**config.mk**
```make
export PLATFORM = sky130hd
export DESIGN_NAME = step_dir_driver
export DESIGN_NICKNAME = d
export VERILOG_FILES = /design/src/rtl/step_dir_driver_pkg.sv /design/src/rtl/step_dir_driver_fifo.sv /design/src/rtl/step_dir_driver.sv
export SDC_FILE = /design/constraint.sdc
export NUM_CORES = 1
export LEC_CHECK = 0
export BUFFER_PORTS_ARGS = -buffer_cell sky130_fd_sc_hd__buf_4
export CORE_ASPECT_RATIO = 1.1
export CORE_MARGIN = 2
export CORE_UTILIZATION = 65
export DETAILED_ROUTE_END_ITERATION = 16
export PLACE_DENSITY = 0.86
export SLEW_MARGIN = 20
export SYNTH_ARGS = -nofsm -noshare
export SYNTH_HDL_FRONTEND = slang
export SYNTH_SLANG_ARGS = --single-unit
```
**constraint.sdc**
```tcl
create_clock -name pulse_clk -period 6.5 [get_ports pulse_clk]
set_input_delay 0.325 -clock pulse_clk [delete_from_list [all_inputs] [get_ports pulse_clk]]
set_output_delay 0.325 -clock pulse_clk [all_outputs]
set_load 0.1 [all_outputs]
```
**src/rtl/step_dir_driver_pkg.sv**
```systemverilog
// Shared definitions for the step/dir driver: command encoding, emitter
// state codes and default timing constants.
package step_dir_driver_pkg;

    // One buffered step: axis 0 = X, 1 = Y; sign 0 = positive, 1 = negative
    typedef struct packed {
        logic axis;
        logic sign;
    } step_cmd_t;

    localparam step_cmd_t CMD_XP = 2'b00;
    localparam step_cmd_t CMD_XN = 2'b01;
    localparam step_cmd_t CMD_YP = 2'b10;
    localparam step_cmd_t CMD_YN = 2'b11;

    // Emitter state codes
    localparam logic [1:0] ST_IDLE  = 2'd0;
    localparam logic [1:0] ST_SETUP = 2'd1;
    localparam logic [1:0] ST_HIGH  = 2'd2;
    localparam logic [1:0] ST_LOW   = 2'd3;

    // Default timing / sizing
    localparam int DEF_FIFO_DEPTH = 16;
    localparam int DEF_DIR_SETUP  = 4;
    localparam int DEF_PULSE_HI   = 3;
    localparam int DEF_PULSE_LO   = 3;
    localparam int DEF_POS_W      = 24;

    // Largest of three phase lengths, used to size the shared phase counter
    function automatic int max3(input int a, input int b, input int c);
        int m;
        m = (a > b) ? a : b;
        return (m > c) ? m : c;
    endfunction

endpackage

```
**src/rtl/step_dir_driver_fifo.sv**
```systemverilog
// Step-command buffer: synchronous FIFO of step_cmd_t. Pointers carry one
// extra wrap bit so full and empty are distinguishable without a counter.
module step_cmd_fifo
    import step_dir_driver_pkg::*;
#(
    parameter int FIFO_DEPTH = DEF_FIFO_DEPTH
) (
    input  logic      pulse_clk,
    input  logic      sys_rstH,
    input  logic      push,
    input  step_cmd_t push_data,
    input  logic      pop,
    output step_cmd_t head,
    output logic      full,
    output logic      empty
);
    localparam int AW = $clog2(FIFO_DEPTH);

    step_cmd_t   mem [FIFO_DEPTH];
    logic [AW:0] wr_ptr;
    logic [AW:0] rd_ptr;
    logic        wr_en;
    logic        rd_en;

    // A push into a full FIFO is accepted only if the head leaves the same cycle
    assign rd_en = pop && !empty;
    assign wr_en = push && (!full || rd_en);

    assign empty = (wr_ptr == rd_ptr);
    assign full  = (wr_ptr[AW] != rd_ptr[AW]) && (wr_ptr[AW-1:0] == rd_ptr[AW-1:0]);
    assign head  = mem[rd_ptr[AW-1:0]];

    // Pointer update; reset discards everything queued
    always_ff @(posedge pulse_clk) begin
        if (sys_rstH) begin
            wr_ptr <= '0;
            rd_ptr <= '0;
        end else begin
            if (wr_en) wr_ptr <= wr_ptr + 1'b1;
            if (rd_en) rd_ptr <= rd_ptr + 1'b1;
        end
    end

    // Storage write; contents need no reset because empty gates every read
    always_ff @(posedge pulse_clk) begin
        if (wr_en) mem[wr_ptr[AW-1:0]] <= push_data;
    end

endmodule

```
**src/rtl/step_dir_driver.sv**
```systemverilog
// Step/dir driver: buffers interpolator step requests, turns each one into a
// timed DIR-setup / STEP-high / STEP-low sequence on one axis at a time,
// tracks signed axis positions and flags segment completion.
module step_dir_driver
    import step_dir_driver_pkg::*;
#(
    parameter int FIFO_DEPTH = DEF_FIFO_DEPTH,
    parameter int DIR_SETUP  = DEF_DIR_SETUP,
    parameter int PULSE_HI   = DEF_PULSE_HI,
    parameter int PULSE_LO   = DEF_PULSE_LO,
    parameter int POS_W      = DEF_POS_W
) (
    input  logic                    pulse_clk,
    input  logic                    sys_rstH,
    input  logic                    X_acc,
    input  logic                    X_dec,
    input  logic                    Y_acc,
    input  logic                    Y_dec,
    input  logic                    draw_overH,
    output logic                    X_step,
    output logic                    X_dir,
    output logic                    Y_step,
    output logic                    Y_dir,
    output logic signed [POS_W-1:0] X_pos,
    output logic signed [POS_W-1:0] Y_pos,
    output logic                    seg_doneH,
    output logic                    busyH,
    output logic                    ovf_errH
);
    localparam int CNT_MAX = max3(DIR_SETUP, PULSE_HI, PULSE_LO);
    localparam int CNT_W   = (CNT_MAX < 2) ? 1 : $clog2(CNT_MAX);

    logic [1:0]       state;
    logic [CNT_W-1:0] cnt;
    step_cmd_t        cur_cmd;

    logic [2:0]       req_cnt;
    logic             push_req;
    logic             multi_req;
    step_cmd_t        cmd_in;
    step_cmd_t        head_cmd;
    logic             fifo_full;
    logic             fifo_empty;
    logic             fifo_pop;
    logic             tgt_dir;
    logic             dir_flip;
    logic             first_hi;
    logic             draw_q;
    logic             draw_pend;
    logic             seg_cond;

    // Capture decode: exactly one request pushes, several at once is an error
    always_comb begin
        req_cnt   = 3'(X_acc) + 3'(X_dec) + 3'(Y_acc) + 3'(Y_dec);
        push_req  = (req_cnt == 3'd1);
        multi_req = (req_cnt > 3'd1);
        if (X_acc)      cmd_in = CMD_XP;
        else if (X_dec) cmd_in = CMD_XN;
        else if (Y_acc) cmd_in = CMD_YP;
        else            cmd_in = CMD_YN;
    end

    step_cmd_fifo #(.FIFO_DEPTH(FIFO_DEPTH)) u_fifo (
        .pulse_clk (pulse_clk),
        .sys_rstH  (sys_rstH),
        .push      (push_req),
        .push_data (cmd_in),
        .pop       (fifo_pop),
        .head      (head_cmd),
        .full      (fifo_full),
        .empty     (fifo_empty)
    );

    // Head-of-queue direction check: DIR 1 means positive travel
    always_comb begin
        fifo_pop = (state == ST_IDLE) && !fifo_empty;
        tgt_dir  = ~head_cmd.sign;
        dir_flip = head_cmd.axis ? (Y_dir != tgt_dir) : (X_dir != tgt_dir);
        first_hi = (state == ST_HIGH) && (cnt == CNT_W'(PULSE_HI - 1));
        seg_cond = draw_pend && fifo_empty && (state == ST_IDLE);
    end

    assign busyH = !fifo_empty || (state != ST_IDLE);

    // Sticky overflow: lost command from a full FIFO or an illegal combination
    always_ff @(posedge pulse_clk) begin
        if (sys_rstH)
            ovf_errH <= 1'b0;
        else if (multi_req || (push_req && fifo_full && !fifo_pop))
            ovf_errH <= 1'b1;
    end

    // Emitter FSM: pop, optional DIR setup wait, STEP high, STEP low
    always_ff @(posedge pulse_clk) begin
        if (sys_rstH) begin
            state   <= ST_IDLE;
            cnt     <= '0;
            cur_cmd <= CMD_XP;
            X_step  <= 1'b0;
            Y_step  <= 1'b0;
            X_dir   <= 1'b0;
            Y_dir   <= 1'b0;
        end else begin
            case (state)
                ST_IDLE: begin
                    if (fifo_pop) begin
                        cur_cmd <= head_cmd;
                        // Rewriting an unchanged DIR is harmless
                        if (head_cmd.axis) Y_dir <= tgt_dir;
                        else               X_dir <= tgt_dir;
                        if (dir_flip && (DIR_SETUP > 0)) begin
                            state <= ST_SETUP;
                            cnt   <= CNT_W'(DIR_SETUP - 1);
                        end else begin
                            state <= ST_HIGH;
                            cnt   <= CNT_W'(PULSE_HI - 1);
                            if (head_cmd.axis) Y_step <= 1'b1;
                            else               X_step <= 1'b1;
                        end
                    end
                end
                ST_SETUP: begin
                    if (cnt == '0) begin
                        state <= ST_HIGH;
                        cnt   <= CNT_W'(PULSE_HI - 1);
                        if (cur_cmd.axis) Y_step <= 1'b1;
                        else              X_step <= 1'b1;
                    end else begin
                        cnt <= cnt - 1'b1;
                    end
                end
                ST_HIGH: begin
                    if (cnt == '0) begin
                        state  <= ST_LOW;
                        cnt    <= CNT_W'(PULSE_LO - 1);
                        X_step <= 1'b0;
                        Y_step <= 1'b0;
                    end else begin
                        cnt <= cnt - 1'b1;
                    end
                end
                ST_LOW: begin
                    if (cnt == '0) state <= ST_IDLE;
                    else           cnt   <= cnt - 1'b1;
                end
                default: state <= ST_IDLE;
            endcase
        end
    end

    // Position counters: one count per pulse, taken on its first HIGH cycle; wrap freely
    always_ff @(posedge pulse_clk) begin
        if (sys_rstH) begin
            X_pos <= '0;
            Y_pos <= '0;
        end else if (first_hi) begin
            if (cur_cmd.axis)
                Y_pos <= cur_cmd.sign ? Y_pos - POS_W'(1) : Y_pos + POS_W'(1);
            else
                X_pos <= cur_cmd.sign ? X_pos - POS_W'(1) : X_pos + POS_W'(1);
        end
    end

    // Completion: remember a draw_overH edge until the queue and emitter drain
    always_ff @(posedge pulse_clk) begin
        if (sys_rstH) begin
            draw_q    <= 1'b0;
            draw_pend <= 1'b0;
            seg_doneH <= 1'b0;
        end else begin
            draw_q    <= draw_overH;
            seg_doneH <= seg_cond;
            if (seg_cond)
                draw_pend <= 1'b0;
            else if (draw_overH && !draw_q)
                draw_pend <= 1'b1;
        end
    end

endmodule
```
==> results of run 1 <==
layer usage:
layer | up-vias | track usage
li1 | 2619 | -
met1 | 2504 | 0.318
met2 | 128 | 0.489
met3 | 22 | 0.0356
met4 | 0 | 0.0841
met5 | - | 0
how the worst max path moves through the flow:
stage / start / to / slack [ns] / cells after the start
6_report: cur_cmd[0]$_SDFFE_PP0P_ / X_pos[22]$_SDFFE_PP0P_ / 2.84 / 11
5_1_grt: cur_cmd[0]$_SDFFE_PP0P_ / X_pos[22]$_SDFFE_PP0P_ / 2.50 / 11
4_1_cts: cur_cmd[0]$_SDFFE_PP0P_ / Y_pos[22]$_SDFFE_PP0P_ / 2.86 / 10
3_5_place_dp: cur_cmd[0]$_SDFFE_PP0P_ / Y_pos[22]$_SDFFE_PP0P_ / 2.90 / 10
3_3_place_gp: cur_cmd[0]$_SDFFE_PP0P_ / Y_pos[22]$_SDFFE_PP0P_ / 2.99 / 10
2_1_floorplan: cur_cmd[0]$_SDFFE_PP0P_ / Y_pos[22]$_SDFFE_PP0P_ / 2.94 / 10
sequential cells by signal, summed over array words and instances, names as in the netlist, 2 cells and up, named ones only:
| signal | cells |
|---|---|
| Y_pos | 24 |
| state | 2 |
| u_fifo.mem | 32 |
| X_pos | 24 |
| u_fifo.wr_ptr | 5 |
| cur_cmd | 2 |
| u_fifo.rd_ptr | 5 |
| cnt | 2 |
per-stage QoR:
stage,setup WS [ns],instances,cell area (sq um),power [mW]
detailed placement,2.90,856,6920,1.76
floorplan,2.94,699,6390,1.57
CTS,2.86,872,7140,2.21
global placement,2.99,856,6920,1.72
finish,2.84,872,7140,2.22
global route,2.50,872,7140,2.34
kinds of logic after synthesis:
group	Yosys count
DFF	108
buffers and inverters	47
and+or+nand+nor	233
adders and majority gates	64
AOI/OAI and AO/OA	181
muxes	16
xor gates and xnor gates	50
cell usage in the layout, fill, tap and decap left out, types with 8 or more instances in the layout:
cell	n
edfxtp_1	32
xnor2_1	33
a211oi_1	15
nor3_1	16
nand3_1	12
o21ai_1	13
ha_1	61
xor2_1	17
buf_4	63
a21oi_1	74
nand2_1	91
dfxtp_1	75
nand2b_1	8
a21o_1	26
mux4_2	9
clkbuf_8	9
nor2_1	68
inv_1	24
final cells by class:
class	count	area, sq um	share of cell area
clock buffer	9	124	0.0173
tap	117	146	0.0205
timing repair buffer	63	473	0.0662
clock inverter	7	97.6	0.0137
inverter	24	90.1	0.0126
sequential	108	2480	0.348
multi-input combinational	544	3730	0.522
power by group through the flow:
stage	Combinational [mW]	Clock, mW	Sequential (mW)
after floorplan	0.623	0	0.950
after global placement	0.874	0	0.844
after detailed placement	0.913	0	0.849
after CTS	0.918	0.459	0.835
after global routing	1.01	0.480	0.847
final	0.927	0.454	0.834
==> key figures, run 1 <==
Synth
  • Synth Area in Compound Gates: 0.180
  • Post-synthesis sequential area ratio: 0.388
  • Top_reg_cell synth: dfxtp_1
  • Synthesized cell area: 6390 sq um
  • Adder-cell share of the synthesized area: 0.129
  • Cell taking the most area after synthesis: dfxtp_1
  • Syn Nets: 770
  • Largest family of logic cells by synthesized area: compound AO/OA/AOI/OAI gates
  • Top cells by count, synth: 91 x nand2_1, 76 x dfxtp_1, 75 x a21oi_1, 68 x nor2_1, 61 x ha_1
  • Syn Area/Cell: 9.15 sq um
  • Area share of the largest cell type after synthesis: 0.238
  • Post-Synth XOR/XNOR Area: 0.0685
  • Synth area leaders: dfxtp_1 24%, edfxtp_1 15%, ha_1 12%
  • Number of flops mapped to enable cells by yosys: 32
  • Synth Register Bits: 108
  • Area share of and/or/nand/nor cells after synthesis: 0.163
  • Synth Warn #: 0
  • Post-synth ARST share: 0
  • Number of library cell types mapped by synthesis: 54
  • Most frequent cell after synthesis: nand2_1
  • Syn Inst Count: 699
  • Mux share of post-synthesis cell area: 0.0427

Clock tree
  • H-Tree Depth: 3
  • Post-CTS Setup Bufs: 0
  • Hold_buf cts: 0
  • Clock-pin transition on the worst setup and hold timing paths: 0.12 ns
  • Clock buffer depth: 2
  • Worst-Skew Late Latency: 0.38 ns
  • Sink Count: 108
  • CTS tree: done
  • Root Driver: clkbuf_8
  • Post-CTS sizing: 0
  • CTS Buf Count: 9

Worst setup path
  • CP max-delay cell: dfxtp_2
  • R2r endpoint: X_pos[22]$_SDFFE_PP0P_
  • Largest stage delay on the critical path: 1.01 ns
  • Critical path required time: 6.75 ns
  • Arrival @ worst endpoint: 3.91 ns
  • WP buf/inv: 1
  • CP delay by family, top: compound AO/OA/AOI/OAI gates
  • Type of origin of the critical path: flip-flop
  • CP max FO: 48
  • Critical Path End Type: flip-flop
  • Setup CP Type: reg -> reg
  • FF-to-FF setup slack: 2.84 ns
  • RR Startpoint: cur_cmd[0]$_SDFFE_PP0P_
  • Reg2Reg Depth: 11
  • Critical-path cell list: inv_1 > fa_1 > nor2b_1 > o2111ai_1 > a21oi_1 > o22a_1 > a311oi_1 > o31ai_1 > a22oi_1 > mux2i_1 > o2bb2ai_1

Timing
  • Max Slew Vio Count: 0
  • Fin Clk Skew: 0.0109 ns
  • Period utilisation layout: 0.563
  • RSZ-0062 raised after global routing: false
  • Finish-stage setup viols: 0
  • TNS Setup: 0 ns
  • Max transition margin: 0.313
  • Fin Hold WS: 0.168 ns
  • Worst Tran Pin Value: 1.03 ns
  • Fmax: 273 MHz
  • Hold Vio Cnt, Final: 0
  • Period minus WS final: 3.66 ns

Floorplan
  • Initial Util: 0.677
  • Number of placed I/O pins: 62
  • Die width: 98.6 microns
  • Row Count: 37
  • Die height: 108 microns
  • Die area: 10600 sq um
  • Placeable Area: 9440 sq um

Drt
  • Final WL: 14.2 mm
  • WL per Instance: 16.3 microns
  • Met2 routed WL: 7.35 mm
  • Number of iterations in the first detailed-routing pass: 5
  • Drt initial violations: 258
  • Met1 wire length: 6.11 mm
  • Drc violations: 0
  • Met3 routed WL: 516 microns
  • Top Metal Used: met4
  • Via count: 5273
  • ANT nets after route: 0
  • Vias/cell: 6.05

Final layout
  • End-of-flow core utilization: 0.756
  • Share of layout cells above drive strength 1: 0.121
  • Area grow syn2layout: 11.7%
  • Antenna Cells: 0
  • Fillers: 641
  • Nets: 821

Global routing
  • Global-route wire length before repair: 23.2 mm
  • Number of antenna violations at the first check in global routing: 0
  • Pin count of the biggest net entering global routing: 76
  • Total track usage: 0.264
  • GRT overflow: 0
  • Vias in the first global route: 5064

Power
  • Seq pwr share: 0.376
  • P_leak: 3.10 nW
  • Clock power frac: 0.205
  • Combinational fraction of design power: 0.418
  • Peak supply drop: 170 uV
  • P per Cell Area: 310 nW/um^2
  • Pint: 1.25 mW
  • Net Sw Frac: 0.437
  • Switching power: 0.968 mW

Min path
  • Hold Startpoint: draw_overH
  • Hold-critical path endpoint: draw_q$_SDFF_PP0_
  • WHS Path Cells: 2
  • Worst Hold Class: in -> reg

Placement
  • Final Wtd Congestion: 0.919
  • HPWL Detailed: 10.2 mm
  • Port Buf Inserts: 61

Status
  • Status: completed

Run
  • Max Cap Viol: 0
No activity file was read; power rests on OpenSTA's default activity.
==> inputs of run 2 (changes only) <==
--- a/config.mk
+++ b/config.mk
@@ -8,9 +8,9 @@
 export BUFFER_PORTS_ARGS = -buffer_cell sky130_fd_sc_hd__buf_4
 export CORE_ASPECT_RATIO = 1.1
 export CORE_MARGIN = 2
-export CORE_UTILIZATION = 65
+export CORE_UTILIZATION = 60
 export DETAILED_ROUTE_END_ITERATION = 16
-export PLACE_DENSITY = 0.86
+export PLACE_DENSITY = 0.81
 export SLEW_MARGIN = 20
 export SYNTH_ARGS = -nofsm -noshare
 export SYNTH_HDL_FRONTEND = slang
==> constraint.sdc (replaced) <==
create_clock -name pulse_clk -period 3.8 [get_ports pulse_clk]
set_input_delay 0.19 -clock pulse_clk [delete_from_list [all_inputs] [get_ports pulse_clk]]
set_output_delay 0.19 -clock pulse_clk [all_outputs]
set_load 0.1 [all_outputs]
==> run 2 against run 1 <==
  * Register-to-register slack got worse by 2.4 ns
  * Count of clock-buffer cells in the layout did not move
  * First-iteration DRC count fell by 2.3%
  * Critical endpoint is now Y_pos[22]$_SDFFE_PP0P_
==> key figures, run 2 (synthesized netlist as in run 1, its figures left out) <==
Timing
  • Hold Vio Cnt, Final: 0
  • RSZ-0062 raised after global routing: false
  • Period minus WS final: 3.36 ns
  • TNS Setup: 0 ns
  • Fmax: 297 MHz
  • Fin Hold WS: 0.0705 ns
  • Max transition margin: 0.392
  • Fin Clk Skew: 0.00908 ns
  • Max Slew Vio Count: 0
  • Period utilisation layout: 0.885
  • Worst Tran Pin Value: 0.912 ns
  • Finish-stage setup viols: 0

Global routing
  • Total track usage: 0.245
  • Global-route wire length before repair: 22.8 mm
  • Pin count of the biggest net entering global routing: 76
  • Number of antenna violations at the first check in global routing: 0
  • GRT overflow: 0
  • Vias in the first global route: 5006

Clock tree
  • Sink Count: 108
  • Worst-Skew Late Latency: 0.36 ns
  • CTS tree: done
  • Hold_buf cts: 0
  • Post-CTS Setup Bufs: 0
  • Clock-pin transition on the worst setup and hold timing paths: 0.08 ns
  • CTS Buf Count: 9
  • Clock buffer depth: 2
  • Post-CTS sizing: 0
  • H-Tree Depth: 3
  • Root Driver: clkbuf_16

Floorplan
  • Row Count: 39
  • Die width: 102 microns
  • Initial Util: 0.615
  • Number of placed I/O pins: 62
  • Placeable Area: 10400 sq um
  • Die height: 112 microns
  • Die area: 11500 sq um

Worst setup path
  • Type of origin of the critical path: flip-flop
  • Critical path required time: 4.08 ns
  • Critical Path End Type: flip-flop
  • CP max FO: 27
  • Arrival @ worst endpoint: 3.64 ns
  • Setup CP Type: reg -> reg

Drt
  • Drt initial violations: 252
  • Drc violations: 0
  • Number of iterations in the first detailed-routing pass: 5
  • ANT nets after route: 0
  • Final WL: 13.6 mm
  • Via count: 5268
  • WL per Instance: 15.1 microns
  • Vias/cell: 5.85

Final layout
  • Nets: 824
  • Fillers: 827
  • Share of layout cells above drive strength 1: 0.124
  • Max FFs per register: 32
  • Commonest non-fill, non-tap cells in the layout: 91 x nand2_1, 75 x dfxtp_1, 74 x a21oi_1
  • Most common cell after layout, fill and taps aside: nand2_1
  • Antenna Cells: 0
  • Final non-filler cell total: 901
  • Final Cell Area: 7280 sq um
  • Area grow syn2layout: 13.9%

Placement
  • Port Buf Inserts: 61
  • HPWL Detailed: 9.88 mm
  • Post-DP Area: 6970 sq um
  • Cells after DPL: 885
  • Final Wtd Congestion: 0.875

Power
  • Peak supply drop: 455 uV
  • Total power: 3.97 mW
  • P_leak: 3.15 nW
  • P per Cell Area: 545 nW/um^2

Status
  • Status: completed

Run
  • Max Cap Viol: 0

Min path
  • Worst Hold Class: in -> reg
run 2: cell types whose count changed in the layout (fill, tap and decap cells not counted), sizes merged:
| cell | previous run | this run |
|---|---|---|
| clkinv | 2 | 3 |
| bufinv | 1 | 0 |
| buf | 63 | 66 |
run 2: area by class of cell:
class / count / area (sq um) / share of cell area
multi-input cells: 544 / 3730 / 0.512
flip-flops and latches: 108 / 2480 / 0.341
repair buffers: 66 / 495 / 0.0681
clock buffers: 9 / 225 / 0.0309
well taps: 143 / 179 / 0.0246
inverters: 24 / 90.1 / 0.0124
clock inverters: 7 / 78.8 / 0.0108
run 2: power by group:
group | internal [mW] | switching, mW | total [mW]
sequential | 1.27 | 0.131 | 1.40
clock | 0.472 | 0.476 | 0.948
combinational | 0.541 | 1.07 | 1.61
run 2: metal layers:
metal / global-route usage / vias up / part of all wire
li1: - / 2638 / -
met1: 0.320 / 2481 / 0.44
met2: 0.417 / 128 / 0.50
met3: 0.0367 / 21 / 0.048
met4: 0.0756 / 0 / 0.017
met5: 0 / - / 0
run 2: critical path: stages, from the launching register on:
cell	delay (ns)
dfxtp_2	0.73
ha_1	0.40
a21o_1	0.18
a21o_1	0.21
a2111oi_1	0.53
o21a_1	0.27
o31ai_1	0.12
a2111oi_1	0.45
xnor2_1	0.17
nand2_1	0.07
a21oi_1	0.15
run 2: metrics by stage:
stage	util	setup slack (ns)
6_report	0.700	0.438
5_1_grt	0.700	0.206
4_1_cts	0.700	0.459
3_5_place_dp	0.671	0.517
3_3_place_gp	0.671	0.566
2_1_floorplan	-	0.244
run 2: path summary, 6_finish.rpt:
kind / end / cells past startpoint / from / slack [ns]
setup reg to reg: Y_pos[22]$_SDFFE_PP0P_ / 10 / cur_cmd[0]$_SDFFE_PP0P_ / 0.44
hold reg to reg: ovf_errH$_SDFFE_PP0P_ / 2 / ovf_errH$_SDFFE_PP0P_ / 0.47
setup / recovery: Y_pos[22]$_SDFFE_PP0P_ / 10 / cur_cmd[0]$_SDFFE_PP0P_ / 0.44
hold / removal: draw_q$_SDFF_PP0_ / 2 / draw_overH / 0.07
